[config.mk]
export PLATFORM = sky130hd
export DESIGN_NAME = mem_stall_ctrl_flat
export DESIGN_NICKNAME = d
export VERILOG_FILES = /design/src/rtl/mem_stall_ctrl_if.sv /design/src/rtl/mem_stall_ctrl.sv /design/src/flat_wrapper.sv
export SDC_FILE = /design/constraint.sdc
export NUM_CORES = 1
export LEC_CHECK = 0
export ABC_AREA = 0
export ABC_CLOCK_PERIOD_IN_PS = 2290
export CAP_MARGIN = 20
export CORE_UTILIZATION = 38
export CTS_CLUSTER_DIAMETER = 30
export CTS_CLUSTER_SIZE = 10
export DETAILED_ROUTE_END_ITERATION = 7
export GPL_TIMING_DRIVEN = 0
export PLACE_DENSITY = 0.73
export SKIP_CTS_REPAIR_TIMING = 1
export SYNTH_ARGS = -nofsm -noshare
export SYNTH_HDL_FRONTEND = slang
export SYNTH_SLANG_ARGS = --single-unit
[constraint.sdc]
create_clock -name clk_i -period 2.29 [get_ports clk_i]
set_clock_uncertainty 0.15 [all_clocks]
set_input_delay 0.229 -clock clk_i [delete_from_list [all_inputs] [get_ports clk_i]]
set_output_delay 0.229 -clock clk_i [all_outputs]
set_load 0.1 [all_outputs]
[src/rtl/mem_stall_ctrl_if.sv]
// mem_stall_ctrl_if: EX/MEM-side inputs, data-memory handshake and stall outputs of the MEM-stage sequencer
interface mem_stall_ctrl_if #(parameter int STALL_CNT_W = 32);
  logic                   MemRead_i;
  logic                   MemWrite_i;
  logic [31:0]            addr_i;
  logic [31:0]            data_i;
  logic                   mem_req_o;
  logic                   mem_we_o;
  logic [31:0]            mem_addr_o;
  logic [31:0]            mem_data_o;
  logic                   mem_ack_i;
  logic [31:0]            mem_rdata_i;
  logic [31:0]            rdata_o;
  logic                   stall_o;
  logic [STALL_CNT_W-1:0] stall_cnt_o;
  modport slave (
    input  MemRead_i, MemWrite_i, addr_i, data_i, mem_ack_i, mem_rdata_i,
    output mem_req_o, mem_we_o, mem_addr_o, mem_data_o, rdata_o, stall_o, stall_cnt_o
  );
  modport master (
    output MemRead_i, MemWrite_i, addr_i, data_i, mem_ack_i, mem_rdata_i,
    input  mem_req_o, mem_we_o, mem_addr_o, mem_data_o, rdata_o, stall_o, stall_cnt_o
  );
endinterface

[src/rtl/mem_stall_ctrl.sv]
// mem_stall_ctrl: MEM-stage data-memory sequencer; freezes the pipeline during a req/ack access and counts stall cycles
module mem_stall_ctrl #(
  parameter int STALL_CNT_W = 32
) (
  input logic               clk_i,
  input logic               rst_i,
  mem_stall_ctrl_if.slave   bus
);
  typedef enum logic [1:0] {IDLE, BUSY, DONE} state_t;
  state_t                 state_q, state_d;
  logic                   we_q;
  logic [31:0]            addr_q, data_q, rdata_q;
  logic [STALL_CNT_W-1:0] cnt_q;
  logic                   access, req, stall;
  assign access = bus.MemRead_i | bus.MemWrite_i;
  always_ff @(posedge clk_i) begin
    state_q <= rst_i ? IDLE : state_d;
  end
  // DONE always returns to IDLE: EX/MEM still holds the finished instruction there
  always_comb begin
    state_d = state_q == IDLE ? (access ? BUSY : IDLE) :
              state_q == BUSY ? (bus.mem_ack_i ? DONE : BUSY) : IDLE;
  end
  always_comb begin
    req   = state_q == BUSY;
    stall = !rst_i && (req || (state_q == IDLE && access));
  end
  always_ff @(posedge clk_i) begin
    if (rst_i) begin
      we_q    <= 1'b0;
      addr_q  <= '0;
      data_q  <= '0;
      rdata_q <= '0;
      cnt_q   <= '0;
    end else begin
      if (state_q == IDLE && access) begin
        we_q   <= bus.MemWrite_i;
        addr_q <= bus.addr_i;
        data_q <= bus.data_i;
      end
      if (req && bus.mem_ack_i && !we_q) rdata_q <= bus.mem_rdata_i;
      if (stall && !(&cnt_q)) cnt_q <= cnt_q + 1'b1;
    end
  end
  assign bus.mem_req_o   = req;
  assign bus.mem_we_o    = we_q;
  assign bus.mem_addr_o  = addr_q;
  assign bus.mem_data_o  = data_q;
  assign bus.rdata_o     = rdata_q;
  assign bus.stall_o     = stall;
  assign bus.stall_cnt_o = cnt_q;
endmodule

[src/flat_wrapper.sv]
// flat-port wrapper written by rule: the top's interface ports become plain ports
module mem_stall_ctrl_flat 
#(
  parameter int STALL_CNT_W = 32
)
  (clk_i, rst_i, bus_MemRead_i, bus_MemWrite_i, bus_addr_i, bus_data_i, bus_mem_ack_i, bus_mem_rdata_i, bus_mem_req_o, bus_mem_we_o, bus_mem_addr_o, bus_mem_data_o, bus_rdata_o, bus_stall_o, bus_stall_cnt_o);
  mem_stall_ctrl_if #(.STALL_CNT_W(STALL_CNT_W)) bus_i ();
  input logic clk_i;
  input logic rst_i;
  input wire logic [$bits(bus_i.MemRead_i)-1:0] bus_MemRead_i;
  input wire logic [$bits(bus_i.MemWrite_i)-1:0] bus_MemWrite_i;
  input wire logic [$bits(bus_i.addr_i)-1:0] bus_addr_i;
  input wire logic [$bits(bus_i.data_i)-1:0] bus_data_i;
  input wire logic [$bits(bus_i.mem_ack_i)-1:0] bus_mem_ack_i;
  input wire logic [$bits(bus_i.mem_rdata_i)-1:0] bus_mem_rdata_i;
  output wire logic [$bits(bus_i.mem_req_o)-1:0] bus_mem_req_o;
  output wire logic [$bits(bus_i.mem_we_o)-1:0] bus_mem_we_o;
  output wire logic [$bits(bus_i.mem_addr_o)-1:0] bus_mem_addr_o;
  output wire logic [$bits(bus_i.mem_data_o)-1:0] bus_mem_data_o;
  output wire logic [$bits(bus_i.rdata_o)-1:0] bus_rdata_o;
  output wire logic [$bits(bus_i.stall_o)-1:0] bus_stall_o;
  output wire logic [$bits(bus_i.stall_cnt_o)-1:0] bus_stall_cnt_o;
  assign bus_i.MemRead_i = bus_MemRead_i;
  assign bus_i.MemWrite_i = bus_MemWrite_i;
  assign bus_i.addr_i = bus_addr_i;
  assign bus_i.data_i = bus_data_i;
  assign bus_i.mem_ack_i = bus_mem_ack_i;
  assign bus_i.mem_rdata_i = bus_mem_rdata_i;
  assign bus_mem_req_o = bus_i.mem_req_o;
  assign bus_mem_we_o = bus_i.mem_we_o;
  assign bus_mem_addr_o = bus_i.mem_addr_o;
  assign bus_mem_data_o = bus_i.mem_data_o;
  assign bus_rdata_o = bus_i.rdata_o;
  assign bus_stall_o = bus_i.stall_o;
  assign bus_stall_cnt_o = bus_i.stall_cnt_o;
  mem_stall_ctrl #(.STALL_CNT_W(STALL_CNT_W)) u_core (.clk_i(clk_i), .rst_i(rst_i), .bus(bus_i));
endmodule
==> summary.txt <==
Status: finished, violations left
Failing checks: setup timing
Slew margin rel.: 31.0%
Vias in the first global route: 5284
Post-synth EDFFs: 0
Via density per instance: 5.02
Leak: 5.26 nW
Ports: 232
Detailed Routing Iterations Pass 1: 5
FF/Latch Area: 2720 µm²
Slew Limit Fails: 0
Initial Util: 38.9%
Design area: 9100 µm²
Register area share after synthesis: 51.1%
Die height: 118 µm
Row count: 42
CTS tree: built
Tot GR Track Use: 24.0%
CP endpoint kind: flop
NetSw: 0.00234 W
Reg clk slew, reported paths: 50 ps
Met3 routed WL: 1440 µm
Tcrit/Tclk final: 101%
Share of layout cells above drive strength 1: 14.7%
Total wire length: 17700 µm
Async SR Flop Fraction: 0%
Synth top area cells: dfxtp_1, nand2_1, a21oi_1, clkbuf_1, or4_1
Routed wl met2: 8950 µm
Routed wire per std cell: 16.1 µm
DRC Markers: 0
Switch share: 33.7%
Combinational fraction of design power: 25.5%
Top cell type by total area after synthesis: dfxtp_1
Port Buffer Count: 231
Clock buffer count from CTS: 17
Largest net degree at the start of global routing: 17
Syn_nets: 739
Hold depth: 3
Min-delay worst type: primary input to flop
Uppermost layer routed: met4
Worst reg2reg path depth: 8
Power Total: 0.00695 W
Fmax: 431 MHz
Clk buf depth: 2
Library cells used by synthesis: 49
Critical Path RT: 2470 ps
Area of the multi-input gates: 2500 µm²
# diodes: 0
Ys Warns: 0
Top cell type's share of synthesized area: 51.1%
First-pass GRT wire length: 26200 µm
Crit Path Class: flop to flop
DRT met1 WL: 7010 µm
Flop pwr share: 35.2%
Die width: 118 µm
Clk sinks: 131
P&R area growth vs syn: 77.4%
Critical path arrival: 2500 ps
Internal: 0.00461 W
Initial drt markers: 244
Total number of vias: 5522
# nets final: 1013
Synth Area per Inst: 8.05 µm²
Dpl hpwl: 12300 µm
Fillers: 1012
Final worst slack: -29.8 ps
Placed Area: 7840 µm²
Detail Route Antenna Nets: 0
Core ar.: 13200 µm²
Critical path fanouts, max: 6
Clk pwr share: 39.3%
Cell Pwr Density: 764 nW/µm²
Yosys reg bits: 131
Final setup viols: 9
Crit path launch type: flop
Final RePlAce weighted congestion: 0.862
Synth Cell Area: 5130 µm²
Ys flop type: dfxtp_1
H-tree Lvls: 4
Final Hold Vio Count: 0
Min cycle time layout: 2320 ps
Root Driver: clkbuf_16
Post-Synthesis Cells: 637
RSZ-0062 raised after global routing: true
Least-Margin Pin Slew: 1030 ps
Initial antenna violation count: 0
VDD IR-drop max: 0.582 mV
Die ar.: 14000 µm²
Later-pin clock latency in the skew report: 420 ps
Number of max-cap violations: 0
GR Overflow Total: 0
-- cells by family (layout without fill, tap and decap cells) --
family | Yosys count | in the layout | synth area share [%]
xor+xnor | 7 | 7 | 1.20
compound gates | 153 | 153 | 17.1
fa+ha+maj | 1 | 1 | 0.244
mux | 2 | 2 | 0.390
simple gates | 294 | 294 | 25.8
flops | 131 | 131 | 51.1
buf+inv | 49 | 336 | 4.15
-- critical path, cell delays in order (launching register included) --
cell	delay [ps]
dfxtp_4	370
ha_4	150
nand3_4	80
or4_4	580
o31ai_4	350
buf_6	200
buf_8	140
o31ai_1	80
a21oi_1	140
-- worst paths after layout --
check / start / slack (ps) / endpoint
hold / removal: bus_MemWrite_i / 30 / u_core.bus.mem_we_o
hold reg to reg: u_core.bus.mem_addr_o[27] / 300 / u_core.bus.mem_addr_o[27]
setup / recovery: u_core.bus.stall_cnt_o[1] / -30 / u_core.bus.stall_cnt_o[17]
setup reg to reg: u_core.bus.stall_cnt_o[1] / -30 / u_core.bus.stall_cnt_o[17]
-- cell usage after synthesis (5+ instances only) --
cell type / instances
nand2_1: 212
dfxtp_1: 131
a21oi_1: 115
clkbuf_1: 36
nor2_1: 18
or4_1: 11
nand3_1: 10
o31ai_1: 9
nand4_1: 8
or3_1: 6
xnor2_1: 6
and4_1: 5
or2_2: 5
-- placed cells by master (no fill, tap or decap), types with 4 or more instances in the layout --
cell type        Yosys  layout
clkinv_2             0       5
o31ai_4              1       5
or3_1                6       6
dfxtp_4              0      22
clkbuf_1            36      37
nand2_1            212     211
buf_6                2       4
clkdlybuf4s50_1      0     104
and4_1               5       5
a21oi_1            115     111
dfxtp_2              0      12
buf_4                0      23
dfxtp_1            131      97
or2_2                5       5
dlymetal6s2s_1       0     126
or4_1               11      11
inv_1                4       4
nor2_1              18      18
xnor2_1              6       6
clkbuf_16            0      19
o21ai_0              4       4
a21oi_2              3       7
nand3_1             10       9
a31oi_1              4       4
nand4_1              8       8
-- stage by stage --
stage | hold WS (ps) | setup TNS, ps | std cells | worst slack [ps] | utilization [%]
3_5_place_dp | 299 | -13450 | 1044 | -689 | 59.4
2_1_floorplan | 215 | -520 | 637 | -73.8 | -
6_report | 29.5 | -68.1 | 1100 | -29.8 | 69.0
3_3_place_gp | 292 | -10870 | 1044 | -678 | 59.4
4_1_cts | 187 | -3660 | 1076 | -695 | 63.9
5_1_grt | 39.7 | -685 | 1100 | -96.0 | 69.0
-- flip-flops by register name, summed over array words and instances (netlist names) --
name,cells
u_core.bus.mem_addr_o,32
u_core.bus.mem_data_o,32
u_core.bus.mem_we_o,1
u_core.bus.rdata_o,32
u_core.bus.stall_cnt_o,32
u_core.state_q,2
-- layout make-up --
| cell class | count | area share (%) |
|---|---|---|
| flip-flops and latches | 131 | 29.9 |
| repair buffers | 257 | 31.3 |
| clock buffers | 23 | 5.49 |
| well taps | 176 | 2.42 |
| multi-input cells | 457 | 27.4 |
| plain buffers | 42 | 2.16 |
| clock inverters | 9 | 1.07 |
| inverters | 5 | 0.261 |
-- power groups by stage --
stage | logic [W] | clock network, W | registers (W)
finish | 0.00177 | 0.00273 | 0.00245
floorplan | 0.000335 | 0 | 0.00336
detailed placement | 0.00173 | 0 | 0.00250
CTS | 0.00174 | 0.00277 | 0.00245
global placement | 0.00172 | 0 | 0.00250
global route | 0.00185 | 0.00288 | 0.00246
-- metal layers --
layer | global-route usage [%] | vias up
li1 | - | 2726
met1 | 26.7 | 2565
met2 | 40.5 | 204
met3 | 9.89 | 27
met4 | 9.86 | 0
met5 | 0 | -
No activity file was read; power rests on OpenSTA's default activity.
